## src/rtl/mem_fill_ctrl.sv

```systemverilog
// Loads DEPTH pattern bytes in address order; first write one cycle after start, DEPTH+1 cycles to done.
// Holds address and data while wr_ready is low; no timeout.
module mem_fill_ctrl #(
    parameter int          DEPTH     = 32,
    parameter int          ADDR_W    = 5,
    parameter logic [7:0]  LFSR_SEED = 8'hA5
) (
    input  logic              clock_50Mhz,
    input  logic              reset,
    input  logic              start,
    input  logic [1:0]        mode,
    input  logic [7:0]        fill_value,
    input  logic              wr_ready,
    output logic              wr_en,
    output logic [ADDR_W-1:0] wr_addr,
    output logic [7:0]        wr_data,
    output logic              busy,
    output logic              done,
    output logic [7:0]        checksum
);

    typedef enum logic [1:0] {
        S_IDLE  = 2'd0,
        S_WRITE = 2'd1,
        S_DONE  = 2'd2
    } state_t;

    state_t      r_state;
    logic [1:0]  r_mode;
    logic [7:0]  r_fill;
    logic [7:0]  r_lfsr;

    logic              w_accept;
    logic              w_last;
    logic [ADDR_W-1:0] w_addr_nxt;
    logic [7:0]        w_lfsr_nxt;
    logic [7:0]        w_pat_nxt;
    logic [7:0]        w_pat_first;

    function automatic logic [7:0] pattern(input logic [1:0]        m,
                                           input logic [7:0]        fv,
                                           input logic [ADDR_W-1:0] a,
                                           input logic [7:0]        lf);
        logic [7:0] idx;
        idx = 8'(a);
        case (m)
            2'd0:    pattern = idx;
            2'd1:    pattern = fv;
            2'd2:    pattern = lf;
            default: pattern = ~idx;
        endcase
    endfunction

    // Explicit last-address compare keeps the counter from wrapping inside WRITE.
    assign w_accept    = wr_en && wr_ready;
    assign w_last      = (wr_addr == ADDR_W'(DEPTH - 1));
    assign w_addr_nxt  = wr_addr + 1'b1;
    assign w_lfsr_nxt  = {r_lfsr[6:0], r_lfsr[7] ^ r_lfsr[5] ^ r_lfsr[4] ^ r_lfsr[3]};
    assign w_pat_nxt   = pattern(r_mode, r_fill, w_addr_nxt, w_lfsr_nxt);
    assign w_pat_first = pattern(mode, fill_value, '0, LFSR_SEED);

    always_ff @(posedge clock_50Mhz) begin
        if (!reset) begin
            r_state  <= S_IDLE;
            r_mode   <= 2'd0;
            r_fill   <= 8'd0;
            r_lfsr   <= 8'd0;
            wr_en    <= 1'b0;
            wr_addr  <= '0;
            wr_data  <= 8'd0;
            busy     <= 1'b0;
            done     <= 1'b0;
            checksum <= 8'd0;
        end else begin
            case (r_state)
                S_IDLE: begin
                    done <= 1'b0;
                    if (start) begin
                        r_mode   <= mode;
                        r_fill   <= fill_value;
                        r_lfsr   <= LFSR_SEED;
                        checksum <= 8'd0;
                        wr_addr  <= '0;
                        wr_data  <= w_pat_first;
                        wr_en    <= 1'b1;
                        busy     <= 1'b1;
                        r_state  <= S_WRITE;
                    end
                end
                S_WRITE: begin
                    if (w_accept) begin
                        checksum <= checksum + wr_data;
                        if (w_last) begin
                            wr_en   <= 1'b0;
                            done    <= 1'b1;
                            r_state <= S_DONE;
                        end else begin
                            wr_addr <= w_addr_nxt;
                            r_lfsr  <= w_lfsr_nxt;
                            wr_data <= w_pat_nxt;
                        end
                    end
                end
                S_DONE: begin
                    done    <= 1'b0;
                    busy    <= 1'b0;
                    r_state <= S_IDLE;
                end
                default: begin
                    wr_en   <= 1'b0;
                    busy    <= 1'b0;
                    done    <= 1'b0;
                    r_state <= S_IDLE;
                end
            endcase
        end
    end

endmodule

```

## config.mk

```make
export PLATFORM = sky130hd
export DESIGN_NAME = mem_fill_ctrl
export DESIGN_NICKNAME = d
export VERILOG_FILES = /design/src/rtl/mem_fill_ctrl.sv
export SDC_FILE = /design/constraint.sdc
export NUM_CORES = 1
export LEC_CHECK = 0
export BUFFER_PORTS_ARGS = -buffer_cell sky130_fd_sc_hd__buf_2
export CAP_MARGIN = 10
export CORE_UTILIZATION = 55
export DETAILED_ROUTE_END_ITERATION = 10
export GPL_ROUTABILITY_DRIVEN = 0
export PLACE_DENSITY = 0.78
export SYNTH_ARGS = -nofsm -noshare
export SYNTH_HDL_FRONTEND = slang
export SYNTH_SLANG_ARGS = --single-unit
export TNS_END_PERCENT = 10
```

## constraint.sdc

```tcl
create_clock -name clock_50Mhz -period 5.5 [get_ports clock_50Mhz]
set_input_delay 1.1 -clock clock_50Mhz [delete_from_list [all_inputs] [get_ports clock_50Mhz]]
set_output_delay 1.1 -clock clock_50Mhz [all_outputs]
set_load 0.01 [all_outputs]
```

==> run metrics, run 1 <==
Metal-1 WL around 2600 µm; Root Driver clkbuf_8; die height ~67 µm; Crit path max-delay family simple AND/OR/NAND/NOR gates; global-route wire length before repair 8630 µm; post-synthesis cell area 2310 µm²; CTS tree yes; CTS Buf Count 5; core area 4030 µm²; RSZ-0062 raised after global routing no; FF+latch count, synth 44; Detailed Place HPWL 3810 µm; met3 WL 184 µm; register area 881 µm²; dpl ws 2.97 ns; CP Buf/Inv Count 1; final setup vio count 0; skew final 0.00700 ns; post_cts resized 0; hold slack 0.453 ns; ranking of synthesized cells by area dfxtp_1, nand2_1, ha_1, a21oi_1, a21boi_1; wire per inst 15.1 µm; Total GRT Usage 0.258; Ys Warns 0; r2r setup slk 3.18 ns; cells along the critical path ha_1 > and3_1 > ha_1 > nand4b_1 > a21oi_1 > buf_4 > nor2b_1 > a22o_1; clock latency on the worst-skew pair 0.30 ns; Netlist cell types 45; f_max 431 MHz; Util after Layout 0.648; syn_nets ~290; grt total ovfl 0; post-placement cell area 2490 µm²; class of the most critical setup path reg2reg; Multi-input gate area 1320 µm²; sequential power share 0.487; leak pwr 1.15 nW; DIE AREA 4460 µm²; Finished Cell Area 2610 µm²; top routing layer in use met4; switching part of the total 0.259; Antenna diodes 0; fin. max-slew vios 0; CTS Sinks 44; initial antenna violation count 0; CP Launch Type flip-flop; crit path time final 2.32 ns; met2 WL roughly 2300 µm; EDFF count, synth 0; Top FF cell, synth dfxtp_1; largest fanout on the critical path 20; number of setup buffers added after CTS 0; Psw 0.188 mW; final hold vios 0; # hold bufs at CTS 0; Max Cap Viol 0; initial DRC count 89; CP Data Required Time 5.74 ns; worst vdd ir 0.000207 V; Critical Path Slowest Stage Cell dfxtp_1; Ports 38; pwr dens about 280 nW/µm²; Worst-Margin Slew 0.948 ns; clk buf depth 2; post-synth top area share 0.382; Avg Cell Area, Syn 8.74 µm²; htree depth 2; first-pass iteration count of the detailed router 4; IO buf count 37; Sum Neg Setup Slack 0 ns; share of cells above drive strength 1 0.176; part of the power in combinational logic 0.141; Initial Util 0.573; most common cell in the netlist dfxtp_1; crit-path most repeated cell ha_1; Area Overhead vs Synth 13.2%; Final WS setup 3.18 ns; Pint 0.538 mW; Hold Path Class reg2reg; Reg clk slew, reported paths ~0.080 ns; # DRC 0; routed vias/inst about 5.9; Die Span X 66.8 µm; largest net degree at the start of global routing 39; Critical Path Sink Type flip-flop; Post-Synthesis Cells 264; final WL 5200 µm; post-route ant nets 0; share of the yosys chip area belonging to registers 0.382; part of the power in the clock network 0.373; status finished, final reports clean; async set or reset register ratio after synthesis 0; CP arrival 2.56 ns; Critical Path Max Stage Delay between 0.4 and 0.5 ns; via count 2,033; most frequent cells after synthesis dfxtp_1, nand2_1, a21oi_1; Fill cells 365; cell row count 23; Yosys top cell by area dfxtp_1; final worst-path cycle share 0.422; nets 318; Rel. slew slack 0.365; number of global-route vias before repair 1,864
path summary, 6_finish.rpt:
path,start,endpoint,cells after the start
setup / recovery,wr_addr[0],r_lfsr[3],8
hold / removal,r_fill[7],r_fill[7],2
setup reg to reg,wr_addr[0],r_lfsr[3],8
hold reg to reg,r_fill[7],r_fill[7],2
flip-flops by register name, indices dropped and copies added, names as in the netlist:
| name | count |
|---|---|
| checksum | 8 |
| r_fill | 8 |
| r_lfsr | 8 |
| wr_data | 8 |
| wr_addr | 5 |
| r_mode | 2 |
| r_state | 2 |
| busy | 1 |
| done | 1 |
| wr_en | 1 |
metrics by stage:
stage | total power, mW | std cells
global placement | 0.459 | 337
CTS | 0.730 | 345
global route | 0.758 | 345
floorplan | 0.432 | 264
detailed placement | 0.461 | 337
finish | 0.726 | 345
cell type report:
class / count / area share
Clock buffer: 7 / 0.0369
Clock inverter: 1 / 0.0115
Inverter: 6 / 0.00862
Multi-Input combinational cell: 198 / 0.505
Sequential cell: 44 / 0.337
Tap cell: 50 / 0.0239
Timing Repair Buffer: 39 / 0.0766
power groups by stage:
stage	sequential, mW	combinational [mW]	clock, mW
3_3_place_gp	0.360	0.0996	0
6_report	0.353	0.102	0.271
4_1_cts	0.353	0.101	0.275
3_5_place_dp	0.360	0.101	0
5_1_grt	0.356	0.114	0.288
2_1_floorplan	0.358	0.0741	0
layout by cell type, fill, tap and decap left out, types with 2 or more instances in the layout:
master and instances:
xor2_1 4, buf_2 37, nor3b_1 3, o21ai_0 5, clkbuf_8 7, a21o_1 5
xnor2_1 5, dfxtp_1 44, a21boi_1 11, buf_4 2, o211a_1 4, nand4b_1 2
o21ai_1 9, nor2_1 10, nand3_1 10, a31oi_1 7, nand2b_1 3, and2_1 4
nand2_1 36, o211ai_1 8, o221a_1 4, inv_1 5, nor2b_1 8, nor3_1 2
a21oi_1 18, a22o_1 7, ha_1 9, mux2i_1 8, a22oi_1 3
cell families after synthesis:
logic type                 Yosys count  synth area share
muxes                                8            0.0347
adders and majority gates           10            0.0575
AOI/OAI and AO/OA                   87             0.261
xor gates and xnor gates             9            0.0341
buffers and inverters               22            0.0466
and+or+nand+nor                     84             0.184
DFF                                 44             0.382
worst reg2reg max path, delay by kind of cell, from the launching register on:
family	cells	cell delay, ns
DFF	1	0.45
adders and majority gates	2	0.60
buffers and inverters	1	0.21
AOI/OAI and AO/OA	2	0.27
and+or+nand+nor	3	0.75
layer usage:
metal / vias to the layer above / GRT usage
li1: 1017 / -
met4: 0 / 0.106
met5: - / 0
met3: 12 / 0.0531
met2: 46 / 0.383
met1: 958 / 0.360
No activity file was read; power rests on OpenSTA's default activity.
==> run 2: changes to the inputs <==
--- a/config.mk
+++ b/config.mk
@@ -5,6 +5,7 @@
 export SDC_FILE = /design/constraint.sdc
 export NUM_CORES = 1
 export LEC_CHECK = 0
+export ABC_AREA = 1
 export BUFFER_PORTS_ARGS = -buffer_cell sky130_fd_sc_hd__buf_2
 export CAP_MARGIN = 10
 export CORE_UTILIZATION = 55
==> constraint.sdc (replaced) <==
create_clock -name clock_50Mhz -period 2.3 [get_ports clock_50Mhz]
set_input_delay 0.46 -clock clock_50Mhz [delete_from_list [all_inputs] [get_ports clock_50Mhz]]
set_output_delay 0.46 -clock clock_50Mhz [all_outputs]
set_load 0.01 [all_outputs]
==> run metrics, run 2 <==
status finished, final reports clean; DIE AREA 4540 µm² (+1.7%); final worst-path cycle share 0.775 (+0.354); clock latency on the worst-skew pair 0.30 ns (about the same); Post-Synthesis Cells 333 (+26%); final setup vio count 0 (unchanged); initial DRC count 161 (+81%); Initial Util 0.579 (+0.00611); CP Data Required Time 2.54 ns (-3.20 ns); FF+latch count, synth 44 (unchanged); post_cts resized 0 (unchanged); Area Overhead vs Synth 12.1%; Antenna diodes 0 (unchanged); WHS Path Cells 3 (+1); worst vdd ir 0.000433 V (+110%); final hold vios 0 (unchanged); Fill cells 360 (-1.4%); Total GRT Usage 0.274 (+0.0161); Hold Path Class in2reg; async set or reset register ratio after synthesis 0 (unchanged); global-route wire length before repair 9360 µm (+8.5%); post-placement cell area 2540 µm² (+2.4%); crit path time final 1.78 ns (-0.536 ns); routed vias/inst 5.40 (-8.4%); worst r2r src wr_addr[1]; FF-to-FF End wr_addr[2]; Netlist cell types 34 (-24%); Final WS setup 0.517 ns (-2.66 ns); largest net degree at the start of global routing 21 (-46%); class of the most critical setup path reg2reg; RSZ-0062 raised after global routing no; clk buf depth 2 (unchanged); # hold bufs at CTS 0 (unchanged); htree depth 2 (unchanged); share of the yosys chip area belonging to registers 0.375 (-0.00670); fin. max-slew vios 0 (unchanged); final WL 5490 µm (+5.5%); CP arrival 2.03 ns (-0.53 ns); ranking of synthesized cells by area dfxtp_1, nand2_1, a21oi_1, inv_1, o21ai_0; commonest non-fill, non-tap cell in the layout nand2_1; via count 2,262 (+11%); Die Span X 67.4 µm (+0.86%); share of cells above drive strength 1 0.168 (-0.00825); pwr dens 624 nW/µm² (+120%); initial antenna violation count 0 (unchanged); EDFF count, synth 0 (unchanged); Ports 38 (unchanged); hold_sp fill_value[6]; largest fanout on the critical path 14 (-30%); IO buf count 37 (unchanged); Ys Warns 0 (unchanged); Root Driver clkbuf_8; nets 392 (+23%); Top FF cell, synth dfxtp_1; post-route ant nets 0 (unchanged); most common cell in the netlist nand2_1; post-synth top area share 0.375 (-0.00670); CP Launch Type flip-flop; Hold EP r_fill[6]; Finished Cell Area 2640 µm² (+0.86%); number of setup buffers added after CTS 0 (unchanged); most frequent cells after synthesis nand2_1, dfxtp_1, inv_1; f_max 561 MHz (+30%); grt total ovfl 0 (unchanged); core area 4060 µm² (+0.71%); Rel. slew slack 0.630 (+0.265); first-pass iteration count of the detailed router 5 (+1); Max Cap Viol 0 (unchanged); Worst-Margin Slew 0.554 ns (-0.394 ns); post-synthesis cell area 2350 µm² (+1.8%); # DRC 0 (unchanged); die height 67.4 µm (+0.86%); cell row count 23 (unchanged); wire per inst 13.1 µm (-13%); Reg clk slew, reported paths 0.08 ns (about the same); commonest cells after routing, fill and taps aside nand2_1, dfxtp_1, inv_1; number of global-route vias before repair 2,031 (+9.0%); Reg2Reg Depth 9 (+1); r2r setup slk 0.52 ns (-2.66 ns); syn_nets 357 (+24%); Sum Neg Setup Slack 0 ns (unchanged); Critical Path Sink Type flip-flop; CTS tree yes; Avg Cell Area, Syn 7.06 µm² (-19%); CTS Sinks 44 (unchanged); CTS Buf Count 5 (unchanged); skew final 0.00882 ns (+0.00182 ns); Detailed Place HPWL 4190 µm (+10%); leak pwr 1.26 nW (+9.4%); dpl ws 0.534 ns (-2.44 ns); Yosys top cell by area dfxtp_1
-- run 2: cell count changes after synthesis, moves of 11 or more --
| cell | change |
|---|---|
| nor2_1 | +27 |
| o21ai_0 | +24 |
| a21boi_1 | -11 |
| inv_1 | +35 |
| nand2_1 | +32 |
| a21oi_1 | +18 |
-- run 2: critical path, stage by stage, from the launching register on --
cell	delay [ns]
dfxtp_1	0.40
ha_1	0.20
nand2_1	0.09
nor2_1	0.11
ha_1	0.22
nand2_1	0.11
nand2_4	0.19
nand2_1	0.16
o21ai_0	0.12
o21a_1	0.14
-- run 2: power by group --
group          leakage, nW  switching [mW]  internal [mW]
sequential           0.361          0.0432          0.809
clock               0.0455           0.251          0.245
combinational        0.856           0.188          0.108
total                 1.26           0.482           1.16
-- run 2: how the worst max path moves through the flow --
| stage | startpoint | to | slack (ns) | depth (start not counted) |
|---|---|---|---|---|
| after CTS | wr_addr[1] | wr_data[2] | 0.52 | 10 |
| final | wr_addr[1] | wr_addr[2] | 0.52 | 9 |
| after global placement | wr_addr[1] | wr_data[2] | 0.61 | 10 |
| after floorplan | wr_addr[1] | wr_data[5] | 0.72 | 10 |
| after detailed placement | wr_addr[1] | wr_data[2] | 0.53 | 10 |
| after global routing | wr_addr[1] | wr_addr[2] | 0.26 | 9 |
-- run 2: final cells by class --
type | instances | area, µm² | share of cell area
Sequential cell | 44 | 881 | 0.334
Timing Repair Buffer | 39 | 200 | 0.0760
Multi-Input combinational cell | 236 | 1240 | 0.471
Inverter | 42 | 160 | 0.0608
Tap cell | 50 | 62.6 | 0.0237
Clock buffer | 8 | 90.1 | 0.0342
-- run 2: logic make-up after synthesis --
| family | after synthesis | synth area share |
|---|---|---|
| adder cells (fa/ha/maj) | 10 | 0.0564 |
| AO/OA/AOI/OAI | 89 | 0.221 |
| XOR/XNOR | 1 | 0.00373 |
| flip-flops | 44 | 0.375 |
| buffers and inverters | 53 | 0.0969 |
| AND/OR/NAND/NOR | 136 | 0.247 |
-- run 2: metrics by stage --
stage	hold slack, ns	std cells	total power [mW]	utilization
6_report	0.432	419	1.64	0.649
5_1_grt	0.480	419	1.74	0.649
4_1_cts	0.428	419	1.65	0.649
3_5_place_dp	0.439	411	1.16	0.627
3_3_place_gp	0.434	411	1.15	0.627
2_1_floorplan	0.424	333	1.08	-
-- run 2: layer usage --
layer,global-route usage,vias to the layer above,part of all wire
met5,0,-,0
met4,0.0745,0,0.014
met3,0.0828,8,0.058
met2,0.416,70,0.42
met1,0.374,1015,0.50
li1,-,1169,-
